===== config.mk =====
export PLATFORM = sky130hd
export DESIGN_NAME = imm_decode_stage_flat
export DESIGN_NICKNAME = d
export VERILOG_FILES = /design/src/rtl/imm_decode_stage_if.sv /design/src/rtl/imm_decode_stage.sv /design/src/flat_wrapper.sv
export SDC_FILE = /design/constraint.sdc
export NUM_CORES = 1
export LEC_CHECK = 0
export CORE_MARGIN = 2
export CORE_UTILIZATION = 33
export CTS_CLUSTER_DIAMETER = 50
export DETAILED_ROUTE_END_ITERATION = 16
export HOLD_SLACK_MARGIN = 0.02
export PLACE_DENSITY_LB_ADDON = 0.05
export RECOVER_POWER = 100
export SLEW_MARGIN = 5
export SYNTH_ARGS = -nofsm -noshare
export SYNTH_HDL_FRONTEND = slang
export SYNTH_SLANG_ARGS = --single-unit

===== constraint.sdc =====
create_clock -name clk -period 4.4 [get_ports clk]
set_input_delay 0.88 -clock clk [delete_from_list [all_inputs] [get_ports clk]]
set_output_delay 0.88 -clock clk [all_outputs]
set_load 0.02 [all_outputs]

===== src/rtl/imm_decode_stage_if.sv =====
// Handshake bundle for the immediate decode stage: upstream instruction side and downstream decoded side.
// The stage uses the slave modport; whatever drives instructions in and takes results out uses master.
interface imm_decode_stage_if #(
   parameter int XLEN = 32,
   parameter int PC_W = 32
);
   logic            in_valid;
   logic            in_ready;
   logic [31:0]     in_inst;
   logic [PC_W-1:0] in_pc;
   logic            out_valid;
   logic            out_ready;
   logic [XLEN-1:0] out_imm;
   logic [2:0]      out_fmt;
   logic            out_illegal;
   logic [31:0]     out_inst;
   logic [PC_W-1:0] out_pc;

   modport master (
      output in_valid, in_inst, in_pc, out_ready,
      input  in_ready, out_valid, out_imm, out_fmt, out_illegal, out_inst, out_pc
   );

   modport slave (
      input  in_valid, in_inst, in_pc, out_ready,
      output in_ready, out_valid, out_imm, out_fmt, out_illegal, out_inst, out_pc
   );
endinterface


===== src/rtl/imm_decode_stage.sv =====
// RV32/RV64 immediate and format decode stage with a two-slot skid buffer so in_ready is a flop.
// state   | meaning
// EMPTY   | no entry held, out_valid low
// ONE     | main slot holds the entry driving out_*
// FULL    | main and skid both occupied, in_ready low
module imm_decode_stage #(
   parameter int XLEN = 32,
   parameter int PC_W = 32
) (
   input logic            clk,
   input logic            rst,
   imm_decode_stage_if.slave bus
);
   generate
      if (XLEN != 32 && XLEN != 64) begin : g_bad_xlen
         $error("imm_decode_stage: XLEN must be 32 or 64");
      end
   endgenerate

   localparam logic [2:0] FMT_NONE = 3'd0;
   localparam logic [2:0] FMT_I    = 3'd1;
   localparam logic [2:0] FMT_S    = 3'd2;
   localparam logic [2:0] FMT_B    = 3'd3;
   localparam logic [2:0] FMT_U    = 3'd4;
   localparam logic [2:0] FMT_J    = 3'd5;
   localparam logic [2:0] FMT_SH   = 3'd6;
   localparam logic [2:0] FMT_Z    = 3'd7;

   localparam logic [6:0] OPC_LOAD     = 7'b0000011;
   localparam logic [6:0] OPC_JALR     = 7'b1100111;
   localparam logic [6:0] OPC_OPIMM    = 7'b0010011;
   localparam logic [6:0] OPC_OPIMM32  = 7'b0011011;
   localparam logic [6:0] OPC_STORE    = 7'b0100011;
   localparam logic [6:0] OPC_BRANCH   = 7'b1100011;
   localparam logic [6:0] OPC_LUI      = 7'b0110111;
   localparam logic [6:0] OPC_AUIPC    = 7'b0010111;
   localparam logic [6:0] OPC_JAL      = 7'b1101111;
   localparam logic [6:0] OPC_SYSTEM   = 7'b1110011;
   localparam logic [6:0] OPC_OP       = 7'b0110011;
   localparam logic [6:0] OPC_FENCE    = 7'b0001111;
   localparam logic [6:0] OPC_OP32     = 7'b0111011;

   typedef enum logic [1:0] {
      S_EMPTY = 2'd0,
      S_ONE   = 2'd1,
      S_FULL  = 2'd2
   } state_t;

   typedef struct packed {
      logic [XLEN-1:0] imm;
      logic [2:0]      fmt;
      logic            ill;
      logic [31:0]     inst;
      logic [PC_W-1:0] pc;
   } entry_t;

   state_t          state;
   state_t          state_nxt;
   logic            in_ready_q;
   logic            accept;
   logic            drain;
   logic            load_main_in;
   logic            load_skid_in;
   logic            load_main_skid;
   entry_t          main_q;
   entry_t          skid_q;
   entry_t          dec;
   logic [XLEN-1:0] sx;
   logic [6:0]      opcode;
   logic [2:0]      f3;
   logic            is_shift;

   assign opcode   = bus.in_inst[6:0];
   assign f3       = bus.in_inst[14:12];
   assign is_shift = (f3 == 3'b001) || (f3 == 3'b101);
   assign sx       = {XLEN{bus.in_inst[31]}};

   // Sign-extended formats start from all-sign-bits and overwrite the low field.
   always_comb begin
      dec.imm  = '0;
      dec.fmt  = FMT_NONE;
      dec.ill  = 1'b0;
      dec.inst = bus.in_inst;
      dec.pc   = bus.in_pc;
      case (opcode)
         OPC_LOAD, OPC_JALR: begin
            dec.fmt       = FMT_I;
            dec.imm       = sx;
            dec.imm[11:0] = bus.in_inst[31:20];
         end
         OPC_OPIMM: begin
            if (is_shift) begin
               if (XLEN == 32 && bus.in_inst[25]) begin
                  dec.ill = 1'b1;
               end else begin
                  dec.fmt      = FMT_SH;
                  dec.imm[5:0] = bus.in_inst[25:20];
               end
            end else begin
               dec.fmt       = FMT_I;
               dec.imm       = sx;
               dec.imm[11:0] = bus.in_inst[31:20];
            end
         end
         OPC_OPIMM32: begin
            if (XLEN == 32) begin
               dec.ill = 1'b1;
            end else if (is_shift) begin
               dec.fmt      = FMT_SH;
               dec.imm[4:0] = bus.in_inst[24:20];
            end else begin
               dec.fmt       = FMT_I;
               dec.imm       = sx;
               dec.imm[11:0] = bus.in_inst[31:20];
            end
         end
         OPC_STORE: begin
            dec.fmt       = FMT_S;
            dec.imm       = sx;
            dec.imm[11:0] = {bus.in_inst[31:25], bus.in_inst[11:7]};
         end
         OPC_BRANCH: begin
            dec.fmt       = FMT_B;
            dec.imm       = sx;
            dec.imm[12:0] = {bus.in_inst[31], bus.in_inst[7], bus.in_inst[30:25],
                             bus.in_inst[11:8], 1'b0};
         end
         OPC_LUI, OPC_AUIPC: begin
            dec.fmt       = FMT_U;
            dec.imm       = sx;
            dec.imm[31:0] = {bus.in_inst[31:12], 12'h000};
         end
         OPC_JAL: begin
            dec.fmt       = FMT_J;
            dec.imm       = sx;
            dec.imm[20:0] = {bus.in_inst[31], bus.in_inst[19:12], bus.in_inst[20],
                             bus.in_inst[30:21], 1'b0};
         end
         OPC_SYSTEM: begin
            case (f3)
               3'd5, 3'd6, 3'd7: begin
                  dec.fmt      = FMT_Z;
                  dec.imm[4:0] = bus.in_inst[19:15];
               end
               3'd1, 3'd2, 3'd3: begin
                  dec.fmt       = FMT_I;
                  dec.imm[11:0] = bus.in_inst[31:20];
               end
               3'd0: dec.fmt = FMT_NONE;
               default: dec.ill = 1'b1;
            endcase
         end
         OPC_OP, OPC_FENCE: dec.fmt = FMT_NONE;
         OPC_OP32: dec.ill = (XLEN == 32);
         default: dec.ill = 1'b1;
      endcase
   end

   assign accept = bus.in_valid && in_ready_q;
   assign drain  = (state != S_EMPTY) && bus.out_ready;

   always_ff @(posedge clk) begin
      if (rst) begin
         state      <= S_EMPTY;
         in_ready_q <= 1'b1;
      end else begin
         state      <= state_nxt;
         in_ready_q <= (state_nxt != S_FULL);
      end
   end

   always_comb begin
      state_nxt      = state;
      load_main_in   = 1'b0;
      load_skid_in   = 1'b0;
      load_main_skid = 1'b0;
      case (state)
         S_EMPTY: begin
            if (accept) begin
               load_main_in = 1'b1;
               state_nxt    = S_ONE;
            end
         end
         S_ONE: begin
            case ({accept, drain})
               2'b10: begin
                  load_skid_in = 1'b1;
                  state_nxt    = S_FULL;
               end
               2'b01: state_nxt = S_EMPTY;
               2'b11: load_main_in = 1'b1;
               default: state_nxt = S_ONE;
            endcase
         end
         S_FULL: begin
            if (drain) begin
               load_main_skid = 1'b1;
               state_nxt      = S_ONE;
            end
         end
         default: state_nxt = S_EMPTY;
      endcase
   end

   always_ff @(posedge clk) begin
      if (rst) begin
         main_q <= '0;
         skid_q <= '0;
      end else begin
         if (load_main_in) begin
            main_q <= dec;
         end else if (load_main_skid) begin
            main_q <= skid_q;
         end
         if (load_skid_in) begin
            skid_q <= dec;
         end
      end
   end

   assign bus.in_ready    = in_ready_q;
   assign bus.out_valid   = (state != S_EMPTY);
   assign bus.out_imm     = main_q.imm;
   assign bus.out_fmt     = main_q.fmt;
   assign bus.out_illegal = main_q.ill;
   assign bus.out_inst    = main_q.inst;
   assign bus.out_pc      = main_q.pc;
endmodule


===== src/flat_wrapper.sv =====
// flat-port wrapper written by rule: the top's interface ports become plain ports
module imm_decode_stage_flat 
#(
   parameter int XLEN = 32,
   parameter int PC_W = 32
)
  (clk, rst, bus_in_valid, bus_in_inst, bus_in_pc, bus_out_ready, bus_in_ready, bus_out_valid, bus_out_imm, bus_out_fmt, bus_out_illegal, bus_out_inst, bus_out_pc);
  imm_decode_stage_if #(.XLEN(XLEN), .PC_W(PC_W)) bus_i ();
  input logic clk;
  input logic rst;
  input wire logic [$bits(bus_i.in_valid)-1:0] bus_in_valid;
  input wire logic [$bits(bus_i.in_inst)-1:0] bus_in_inst;
  input wire logic [$bits(bus_i.in_pc)-1:0] bus_in_pc;
  input wire logic [$bits(bus_i.out_ready)-1:0] bus_out_ready;
  output wire logic [$bits(bus_i.in_ready)-1:0] bus_in_ready;
  output wire logic [$bits(bus_i.out_valid)-1:0] bus_out_valid;
  output wire logic [$bits(bus_i.out_imm)-1:0] bus_out_imm;
  output wire logic [$bits(bus_i.out_fmt)-1:0] bus_out_fmt;
  output wire logic [$bits(bus_i.out_illegal)-1:0] bus_out_illegal;
  output wire logic [$bits(bus_i.out_inst)-1:0] bus_out_inst;
  output wire logic [$bits(bus_i.out_pc)-1:0] bus_out_pc;
  assign bus_i.in_valid = bus_in_valid;
  assign bus_i.in_inst = bus_in_inst;
  assign bus_i.in_pc = bus_in_pc;
  assign bus_i.out_ready = bus_out_ready;
  assign bus_in_ready = bus_i.in_ready;
  assign bus_out_valid = bus_i.out_valid;
  assign bus_out_imm = bus_i.out_imm;
  assign bus_out_fmt = bus_i.out_fmt;
  assign bus_out_illegal = bus_i.out_illegal;
  assign bus_out_inst = bus_i.out_inst;
  assign bus_out_pc = bus_i.out_pc;
  imm_decode_stage #(.XLEN(XLEN), .PC_W(PC_W)) u_core (.clk(clk), .rst(rst), .bus(bus_i));
endmodule

Word-level counts from Yosys, hierarchy flattened
Index checks and enable logic that the tools add are counted.

Register bits after elaboration: 203. Word-level logic and storage cells: 75. Input bits: 68. Output and inout bits: 102.

Muxes and demuxes: 26. Equality and inequality tests: 23. Reductions and logical operators: 14.

Operators by type and width (count): two-way mux 100 bit (2); one-hot mux 20 bit (4 select lines) (1); one-hot mux 12 bit (6 select lines) (1); == test 7 bit, second input constant (4); two-way mux 26 bit (1); == test 7 x 6 -> 1 bit, second input constant (3); one-hot mux 3 bit (7 select lines) (1); == test 7 x 5 -> 1 bit, second input constant (2); one-hot mux 2 bit (3 select lines) (2); one-hot mux 5 bit (2 select lines) (1); == test 3 bit, second input constant (3); two-way mux 1 bit (9); two-way mux 9 bit (1); OR reduction 9 bit (1); two-way mux 8 bit (1); == test 7 x 2 -> 1 bit, second input constant (1); == test 7 x 4 -> 1 bit, second input constant (1); two-way mux 7 bit (1); OR reduction 7 bit (1); == test 2 bit, second input constant (3); == test 3 x 2 -> 1 bit, second input constant (2); one-hot mux 3 bit (2 select lines) (1); OR reduction 3 bit (2); == test 2 x 1 -> 1 bit, second input constant (2); 12 further kinds (16).

Logic depth before layout (Yosys ltp)
Gate-level depths: netlist (run 1).

Word-level depth: 6. Depth in mapped cells: 7.

Worst setup path after synthesis (run 1)
Ideal clock, no wire load.

Path kind: input -> register. From: input port bus_in_inst[12]. To: register u_core.main_q, in the netlist u_core.bus.out_imm[31]. Buffers on the path: 1. Library setup time: 137 ps. Slack: 2141 ps. Arrival: 2121 ps. Cell stages on the path: 6. Required time: 4263 ps. Path through: clkbuf_1 > nand3b_1 > nand3_1 > or3b_2 > a21oi_1 > a211oi_1.

Longest elaborated chain between the ends: 5. Elaborated cells between the ends (all ways): 6.

RTL lines: start: declaration (RTL line flat_wrapper.sv:12) `input wire logic [$bits(bus_i.in_inst)-1:0] bus_in_inst;`; == test 3 x 1 -> 1 bit / == test 3 bit (equally long branches) (RTL line imm_decode_stage.sv:75) `assign is_shift = (f3 == 3'b001) || (f3 == 3'b101);`; logical OR 1 bit * (RTL line imm_decode_stage.sv:75); two-way mux 26 bit * (RTL line imm_decode_stage.sv:92) `if (is_shift) begin`; one-hot mux 20 bit (4 select lines) * (RTL line imm_decode_stage.sv:85) `case (opcode)`; two-way mux 100 bit * (RTL line imm_decode_stage.sv:210) `if (load_main_in) begin`; end signal: assignment (RTL line imm_decode_stage.sv:213) `main_q <= skid_q;`; end: declaration (RTL line imm_decode_stage.sv:65) `entry_t main_q;`.

Every way passes the cells marked *; elsewhere a longest branch is shown, timed or not. A chain may end at the register's enable or synchronous reset.

Final worst setup path (run 1)
From: input port bus_out_ready. To: register u_core.main_q, in the netlist u_core.bus.out_fmt[2].

Longest elaborated chain between the ends: 5. Elaborated cells between the ends (all ways): 8.

RTL lines: start: declaration (RTL line flat_wrapper.sv:14) `input wire logic [$bits(bus_i.out_ready)-1:0] bus_out_ready;`; logical AND 1 bit * (RTL line imm_decode_stage.sv:160) `assign drain = (state != S_EMPTY) && bus.out_ready;`; == test 2 bit (RTL line imm_decode_stage.sv:185) `case ({accept, drain})`; two-way mux 1 bit (RTL line imm_decode_stage.sv:185); one-hot mux 1 bit (2 select lines) (RTL line imm_decode_stage.sv:177) `case (state)`; two-way mux 100 bit / nonzero test 2 bit (equally long branches).

Marked as above.

==> run metrics, run 1 <==
status=finished with violations; failing checks=capacitance limit, slew limit; Worst setup SP type=input pin; FF+latch count, synth=203; Die W=164 um; io pins=170; All-Layer GR Usage=19.5%; Detail Route Antenna Nets=0; Fin. Hold Viols=0; Post-Synthesis Cells=1060; design internal power=3.64 mW; Layout area overhead=33.5%; H-tree lvl count=1; Die Y=164 um; Hold Path End=u_core.skid_q[25]$_SDFFE_PP0P_; Filler cells=2469; Non-Filler Instances=1534; Worst setup EP type=register; # diodes=0; Post-synth EDFFs=0; synthesized-area fraction occupied by adder cells=0%; crit path DAT=3.71 ns; VDD IR max=0.000253 V; critical setup path kind=in -> reg; post-synthesis mux area share=1.77%; drt pass-1 iters=6; worst skew pair latency=0.53 ns; setup ws final=1.13 ns; vias in the first global route=7557; CTS tree=built; Max Cap Violations=2; syn_nets=1128; Vias=7972; Setup violations, final=0; final period utilization=74.4%; most frequent cells in the layout=nand2_1, dfxtp_1, nor2_1, dlygate4sd3_1, a21oi_1; main combinational cell family by area after synthesis=simple AND/OR/NAND/NOR gates; Most used DFF post-synth=dfxtp_1; Post-Synth Simple-Gate Area=24.4%; # Post-CTS Setup Buffers=0; Final Power=4.94 mW; fin util=44.9%; global-route wire length before repair=42000 um; num rows=58; Post-synth ARST share=0%; via/cell ratio=5.20; initial core utilization=33.6%; largest net degree at the start of global routing=64; Root Driver=clkbuf_16; Reg power frac=40.4%; Yosys Warn Count=0; reg2reg path depth=6; Post-Syn Area=8470 um2; Worst Tran Pin Value=1.73 ns; RSZ-0062 raised after global routing=no; worst r2r dst=u_core.bus.out_fmt[2]$_SDFFE_PP0P_; Required @ worst endpoint=4.83 ns; Core ar.=25200 um2; clock slew at the register clock pins of the worst setup and hold paths=0.06 ns; initial antenna violation count=0; syn_area_per_cell=7.99 um2; max-slew violations=40; Synth Area in Compound Gates=20.8%; pre-CTS setup slack=1.05 ns; Switch Pwr=1.30 mW; Slew headroom=-15.3%; maximum fanout along the worst path=40; Seq/Total Area, Yosys=48.0%; DRT iter0 DRCs=660; CTS Buffer Depth=3; Post-CTS Resized=0; Fin Setup TNS=0 ns; Unique masters post-synth=57; fmax=306 MHz; die area=27000 um2; dpl hpwl=16800 um; min-delay worst type=reg -> reg; Worst Skew=0.0125 ns; Period minus WS final=3.27 ns; # port buffers=169; CTS Buf Count=28; share of layout cells above drive strength 1=7.06%; Reg-to-Reg Start=u_core.state[0]$_SDFF_PP0_; placed insts=1483; CTS Sinks=203; xor and xnor area share after synthesis=0.103%; drt wl/cell=17.2 um; power density over the cells=437 nW/um2; cts hold-fix bufs=0; Residual DRC=0; Logic pwr share=12.9%; clock share of power=46.6%; Hold Path Depth=2; Switching Share=26.3%; final wirelength=26400 um; GP Congestion=0.843; Hold Startpoint=u_core.skid_q[25]$_SDFFE_PP0P_; total congestion overflow=0; fin nets=1251; most common cell after layout, fill and taps aside=nand2_1; Leakage=4.18 nW; R2R Setup Slk=1.50 ns
## state kept, by name, summed over array words and instances, names as in the netlist
| register | flops |
|---|---|
| u_core.skid_q | 100 |
| u_core.bus.out_pc | 32 |
| u_core.bus.out_imm | 32 |
| u_core.bus.out_inst | 32 |
| u_core.bus.out_illegal | 1 |
| u_core.bus.out_fmt | 3 |
| u_core.bus.in_ready | 1 |
| u_core.state | 2 |
## how the worst max path moves through the flow
| stage | slack [ns] | cells after the start | startpoint | endpoint |
|---|---|---|---|---|
| after floorplan | 2.14 | 6 | bus_in_inst[12] | u_core.bus.out_imm[31]$_SDFFE_PP0P_ |
| after global placement | 1.09 | 6 | bus_in_inst[3] | u_core.skid_q[96]$_SDFFE_PP0P_ |
| after detailed placement | 1.05 | 6 | bus_in_inst[2] | u_core.skid_q[95]$_SDFFE_PP0P_ |
| after CTS | 1.62 | 6 | bus_in_inst[2] | u_core.skid_q[95]$_SDFFE_PP0P_ |
| after global routing | 0.73 | 7 | bus_out_ready | u_core.bus.out_imm[18]$_SDFFE_PP0P_ |
| final | 1.13 | 7 | bus_out_ready | u_core.bus.out_fmt[2]$_SDFFE_PP0P_ |
## power groups by stage
stage | Sequential [mW] | Clock (mW) | Combinational (mW)
after floorplan | 2.12 | 0 | 0.265
after detailed placement | 2.04 | 0 | 0.674
after global placement | 2.04 | 0 | 0.672
after global routing | 2.01 | 2.44 | 0.698
after CTS | 2.00 | 2.36 | 0.676
final | 2.00 | 2.30 | 0.638
## logic make-up after synthesis
group	Yosys count
and+or+nand+nor	493
AOI/OAI and AO/OA	248
DFF	203
buffers and inverters	100
muxes	15
xor gates and xnor gates	1
## through the flow
| stage | cell area, um2 | hold slack, ns |
|---|---|---|
| 2_1_floorplan | 8470 | 0.436 |
| 5_1_grt | 11300 | 0.470 |
| 3_3_place_gp | 10400 | 0.441 |
| 3_5_place_dp | 10400 | 0.447 |
| 4_1_cts | 11300 | 0.455 |
| 6_report | 11300 | 0.453 |
## layout make-up
cell class | count | area [um2] | area share (%)
Clock buffer | 35 | 778 | 6.88
Clock inverter | 16 | 183 | 1.62
Inverter | 7 | 26.3 | 0.232
Multi-Input combinational cell | 757 | 3980 | 35.2
Sequential cell | 203 | 4060 | 35.9
Tap cell | 330 | 413 | 3.65
Timing Repair Buffer | 186 | 1860 | 16.4
## routing by layer
layer	routed length, um	share of wire (%)	global-route usage, %	vias to the layer above
li1	-	-	-	3950
met1	12300	47	26.8	3772
met2	11900	45	31.7	216
met3	1650	6.2	4.07	34
met4	442	1.7	3.71	0
met5	0	0	0	-
## cells in the mapped netlist, types with 3 or more instances
cell type / n / area, um2
a21oi_1: 93 / 465
nand2b_1: 4 / 25.0
a221oi_1: 14 / 123
or3_1: 4 / 25.0
a211oi_1: 46 / 345
or2_2: 3 / 18.8
and3_1: 15 / 93.8
nor3_1: 4 / 20.0
dfxtp_1: 203 / 4060
a311oi_1: 63 / 552
mux2i_1: 15 / 150
inv_1: 7 / 26.3
nand2_1: 324 / 1220
nor2_1: 104 / 390
a31o_2: 7 / 61.3
buf_2: 19 / 95.1
clkbuf_1: 68 / 255
nand3_1: 12 / 60.1
buf_1: 3 / 11.3
nand4b_1: 3 / 26.3
## worst max-delay path, stage by stage
cell             delay [ns]
clkdlybuf4s50_1        0.48
inv_1                  0.14
or2_1                  1.28
buf_4                  0.46
nand2_1                0.09
and3_1                 0.18
a211oi_1               0.20
Power figures use the tool's default switching activity.
==> run 2, diff against run 1 <==
clock period = 2.8 ns   (was 4.4 ns; I/O delays follow)
==> run metrics, run 2 (synthesized netlist as in run 1, its figures left out) <==
Die W=164 um; critical setup path kind=in -> reg; Crit path max-delay family=simple AND/OR/NAND/NOR gates; clock share of power=47.6%; CTS Sinks=203; Period minus WS final=2.48 ns; Reg-to-Reg Start=u_core.state[0]$_SDFF_PP0_; Hold Path End=u_core.skid_q[14]$_SDFFE_PP0P_; All-Layer GR Usage=20.0%; R2R Setup Slk=0.58 ns; dpl hpwl=17600 um; Hold Startpoint=u_core.skid_q[14]$_SDFFE_PP0P_; WP buf/inv=2; Detail Route Antenna Nets=0; Switch Pwr=2.09 mW; worst r2r dst=u_core.skid_q[95]$_SDFFE_PP0P_; H-tree lvl count=1; Worst setup SP type=input pin; Residual DRC=0; fmax=403 MHz; Root Driver=clkbuf_16; most common cell after layout, fill and taps aside=nand2_1; Logic pwr share=13.0%; global-route wire length before repair=43000 um; Slew headroom=-5.63%; Reg power frac=39.4%; Switching Share=26.2%; initial core utilization=33.6%; CTS Buffer Depth=3; vias in the first global route=7715; Setup violations, final=0; final period utilization=88.6%; CTS tree=built; clock slew at the register clock pins of the worst setup and hold paths=0.06 ns; reg2reg path depth=5; Filler cells=2543; fin nets=1286; placed instance area=10700 um2; status=finished with violations; cts hold-fix bufs=0; register area=4060 um2; worst skew pair latency=0.56 ns; largest net degree at the start of global routing=88; Vias=8053; failing checks=capacitance limit, slew limit; VDD IR max=0.000409 V; Leakage=4.36 nW; Largest stage delay, worst path=0.78 ns; num rows=58; Largest register FFs=100; die area=27000 um2; DRT iter0 DRCs=578; Hold Path Depth=2; total congestion overflow=0; Final Power=7.97 mW; Most flops, register=u_core.skid_q; Worst Skew=0.0179 ns; Required @ worst endpoint=3.22 ns; GP Congestion=0.877; Post-CTS Resized=0; min-delay worst type=reg -> reg; # port buffers=169; power density over the cells=683 nW/um2; # diodes=0; final wirelength=26900 um; drt pass-1 iters=5; maximum fanout along the worst path=12; most frequent cells in the layout=nand2_1, dfxtp_1, dlygate4sd3_1; Fin Setup TNS=0 ns; crit path DAT=2.90 ns; Die Y=164 um; Worst Tran Pin Value=1.58 ns; worst path cell trace=dlygate4sd3_1 -> clkbuf_4 -> nand3_1 -> or4b_1 -> nand3_1 -> nand2_1 -> a221oi_1; design internal power=5.88 mW; RSZ-0062 raised after global routing=no; share of layout cells above drive strength 1=9.94%; post-route cell area=11700 um2; initial antenna violation count=0; io pins=170; Worst setup EP type=register; Fin. Hold Viols=0; Max Cap Violations=1; Worst path slowest cell=dlygate4sd3_1; Layout area overhead=37.7%; area occupied by multi-input gates=3990 um2; # Post-CTS Setup Buffers=0; drt wl/cell=17.2 um; CTS Buf Count=28; via/cell ratio=5.14; Crit path top cell by count=nand3_1; max-slew violations=71; Core ar.=25200 um2
[run 2: power groups by stage]
stage | clock, mW | combinational, mW | sequential [mW]
2_1_floorplan | 0 | 0.416 | 3.33
3_3_place_gp | 0 | 1.09 | 3.21
3_5_place_dp | 0 | 1.09 | 3.21
4_1_cts | 3.88 | 1.10 | 3.15
5_1_grt | 4.00 | 1.13 | 3.16
6_report | 3.80 | 1.04 | 3.14
[run 2: layer usage]
layer	routed length, um	up-vias	track usage [%]
met4	370	0	4.55
met1	13100	3802	28.7
li1	-	4012	-
met3	1460	26	3.66
met5	0	-	0
met2	12000	213	31.1
[run 2: how the worst max path moves through the flow]
stage	start	endpoint	slack, ns	depth (start not counted)
final	bus_in_inst[4]	u_core.skid_q[72]$_SDFFE_PP0P_	0.32	7
after global routing	bus_in_inst[4]	u_core.skid_q[72]$_SDFFE_PP0P_	0.19	7
after CTS	u_core.state[1]$_SDFF_PP0_	bus_out_valid	0.41	2
after detailed placement	bus_in_inst[6]	u_core.bus.out_illegal$_SDFFE_PP0P_	0.00003	8
after global placement	bus_in_inst[6]	u_core.skid_q[64]$_SDFFE_PP0P_	0.04	8
after floorplan	bus_in_inst[12]	u_core.bus.out_imm[31]$_SDFFE_PP0P_	0.86	6
[run 2: tightest hold or removal path: cells and delay by family (launching register included)]
family,cells,cell delay (ns)
and+or+nand+nor,1,0.05
DFF,1,0.30
AOI/OAI and AO/OA,1,0.05
[run 2: cell type report]
type	count	share of cell area (%)
timing repair buffer	221	18.5
tap	330	3.54
clock buffer	33	6.42
multi-input combinational	757	34.2
clock inverter	17	2.24
sequential	203	34.8
inverter	7	0.225
[run 2: through the flow]
| step | cells | hold WS, ns | utilization, % | worst slack [ns] |
|---|---|---|---|---|
| final | 1568 | 0.453 | 46.3 | 0.320 |
| after global routing | 1568 | 0.469 | 46.3 | 0.189 |
| after CTS | 1568 | 0.456 | 46.5 | 0.415 |
| after detailed placement | 1518 | 0.447 | 42.5 | 0.0000264 |
| after global placement | 1518 | 0.441 | 42.5 | 0.0362 |
| after floorplan | 1060 | 0.436 | - | 0.861 |
==> edit, RTL diff (config.mk and constraints of run 1) <==
Encoding of `state_t`: now one-hot (3 bits for 3 states).
--- a/src/rtl/imm_decode_stage.sv
+++ b/src/rtl/imm_decode_stage.sv
@@ -42,6 +42,6 @@
 
-   typedef enum logic [1:0] {
-      S_EMPTY = 2'd0,
-      S_ONE   = 2'd1,
-      S_FULL  = 2'd2
+   typedef enum logic [2:0] {
+      S_EMPTY = 3'b001,
+      S_ONE   = 3'b010,
+      S_FULL  = 3'b100
    } state_t;
Check against the original RTL: same outputs for any inputs over 4 cycles, from zero or initial values and one cycle with rst high; so few cycles prove little.
==> edit against run 1 <==
Non-clock buffer count is the same; first-iteration DRC count shrank 35%; sequential cell count grew 1; critical path depth is the same; critical path type unchanged; worst setup slack lost 0.070 ns; critical endpoint is now u_core.bus.out_pc[21]; power shrank 0.47%; maximum frequency shrank 2.1%; routed wire length shrank 1.8%; combinational power shrank 1%; design area shrank 2.1%; worst hold slack is essentially flat; count of clock-buffer cells in the layout grew 4; area after synthesis shrank 2.3%.
==> edit: results <==
{
  "outcome": "complete, no violations",
  "synth_seq_cells": 204,
  "drt_pass1_iterations": 7,
  "worstRegToRegCells": 5,
  "totalWireLength_um": 25900,
  "dpl.hpwl_um": 16300,
  "reg2reg_slack_ns": 1.52,
  "multi_input_area_mm2": 0.00378,
  "place_ws_ns": 1.04,
  "synth_nets": 1106,
  "p_int_mw": 3.65,
  "hp-start": "u_core.skid_q[62]",
  "antenna_found_initial": 1,
  "grt_pass1_vias": 7390,
  "netlist_top_cells_area": "dfxtp_1 (49%), nor2_1 (12%), nand2_1 (7.9%), nor4_1 (5.1%), a21oi_1 (4.6%)",
  "r2r_end": "u_core.skid_q[21]",
  "grt_pass1_wl_um": 41100,
  "slew_headroom_pct": 25.1,
  "leakage_nw": 4.43,
  "cts.clk_slew.worst_paths_ns": 0.06,
  "seq_area_share_pct": 36.9,
  "num-nets-final": 1236,
  "groute.usage.overall_pct": 19.3,
  "cts_buffers": 29,
  "arrival_ns": 3.77,
  "inverters_excl_clock": 3,
  "total_power_mw": 4.92,
  "final-clk-cell-share_pct": 8.65,
  "grt_max_degree": 106,
  "nClkBuffers": 39,
  "multi_input_gates": 744,
  "initialDrtViolationCount": 429,
  "synthTopCellsByCount": "nor2_1 (255), dfxtp_1 (204), nand2_1 (174), a21oi_1 (76), nor4_1 (68)",
  "nonClkBufAreaFrac_pct": 16.5,
  "synth_cell_types": 55,
  "nFillCells": 2484,
  "vias_per_cell": 5.08,
  "max_stage_delay_ns": 0.84,
  "placedCellCount": 1461,
  "holdPathEnd": "u_core.skid_q[62]",
  "syn_inst": 1038,
  "drv_slew": 0,
  "synth.most_common_cell": "nor2_1",
  "layout-drive-gt1-share_pct": 5.63,
  "vias": 7683,
  "r2r-start": "u_core.state[2]",
  "critPathSlowestCell": "nand2_1",
  "ir_drop_mv": 0.245
}
edit: changes by cell type after synthesis, moves of 6 or more:
cell      before  now
a211oi_1      46   29
a21oi_1       93   76
a311oi_1      63    2
and3_1        15    2
buf_2         19   25
clkbuf_1      68   54
nand2_1      324  174
nand3_1       12    5
nor2_1       104  255
nor3_1         4   13
nor4_1         1   68
edit: how the worst max path moves through the flow:
stage	start	cells past startpoint	endpoint
2_1_floorplan	bus_in_inst[4]	6	u_core.bus.out_imm[27]
3_3_place_gp	bus_in_inst[4]	7	u_core.bus.out_imm[15]
3_5_place_dp	bus_in_inst[4]	7	u_core.bus.out_imm[16]
4_1_cts	u_core.state[0]	3	bus_out_valid
5_1_grt	bus_out_ready	7	u_core.bus.out_pc[22]
6_report	bus_out_ready	7	u_core.bus.out_pc[21]
edit: logic make-up (layout without fill, tap and decap cells):
| logic type | after synthesis | in the layout | share of synthesized area (%) |
|---|---|---|---|
| DFF | 204 | 204 | 49.3 |
| xor gates and xnor gates | 1 | 1 | 0.106 |
| AOI/OAI and AO/OA | 170 | 170 | 14.5 |
| buffers and inverters | 90 | 241 | 4.60 |
| and+or+nand+nor | 555 | 555 | 29.3 |
| muxes | 18 | 18 | 2.18 |
edit: metal layers:
| metal | part of all wire [%] | global-route usage [%] | routed length, µm |
|---|---|---|---|
| met1 | 50 | 28.2 | 12900 |
| met2 | 42 | 28.7 | 10900 |
| met3 | 6.0 | 4.13 | 1540 |
| met4 | 1.8 | 5.31 | 475 |
| met5 | 0.050 | 0 | 13 |
edit: through the flow:
stage               utilization (%)  hold WS, ns
floorplan                         -        0.437
global placement               41.7        0.442
detailed placement             41.7        0.447
CTS                            45.6        0.454
global route                   45.3        0.466
finish                         45.3        0.453
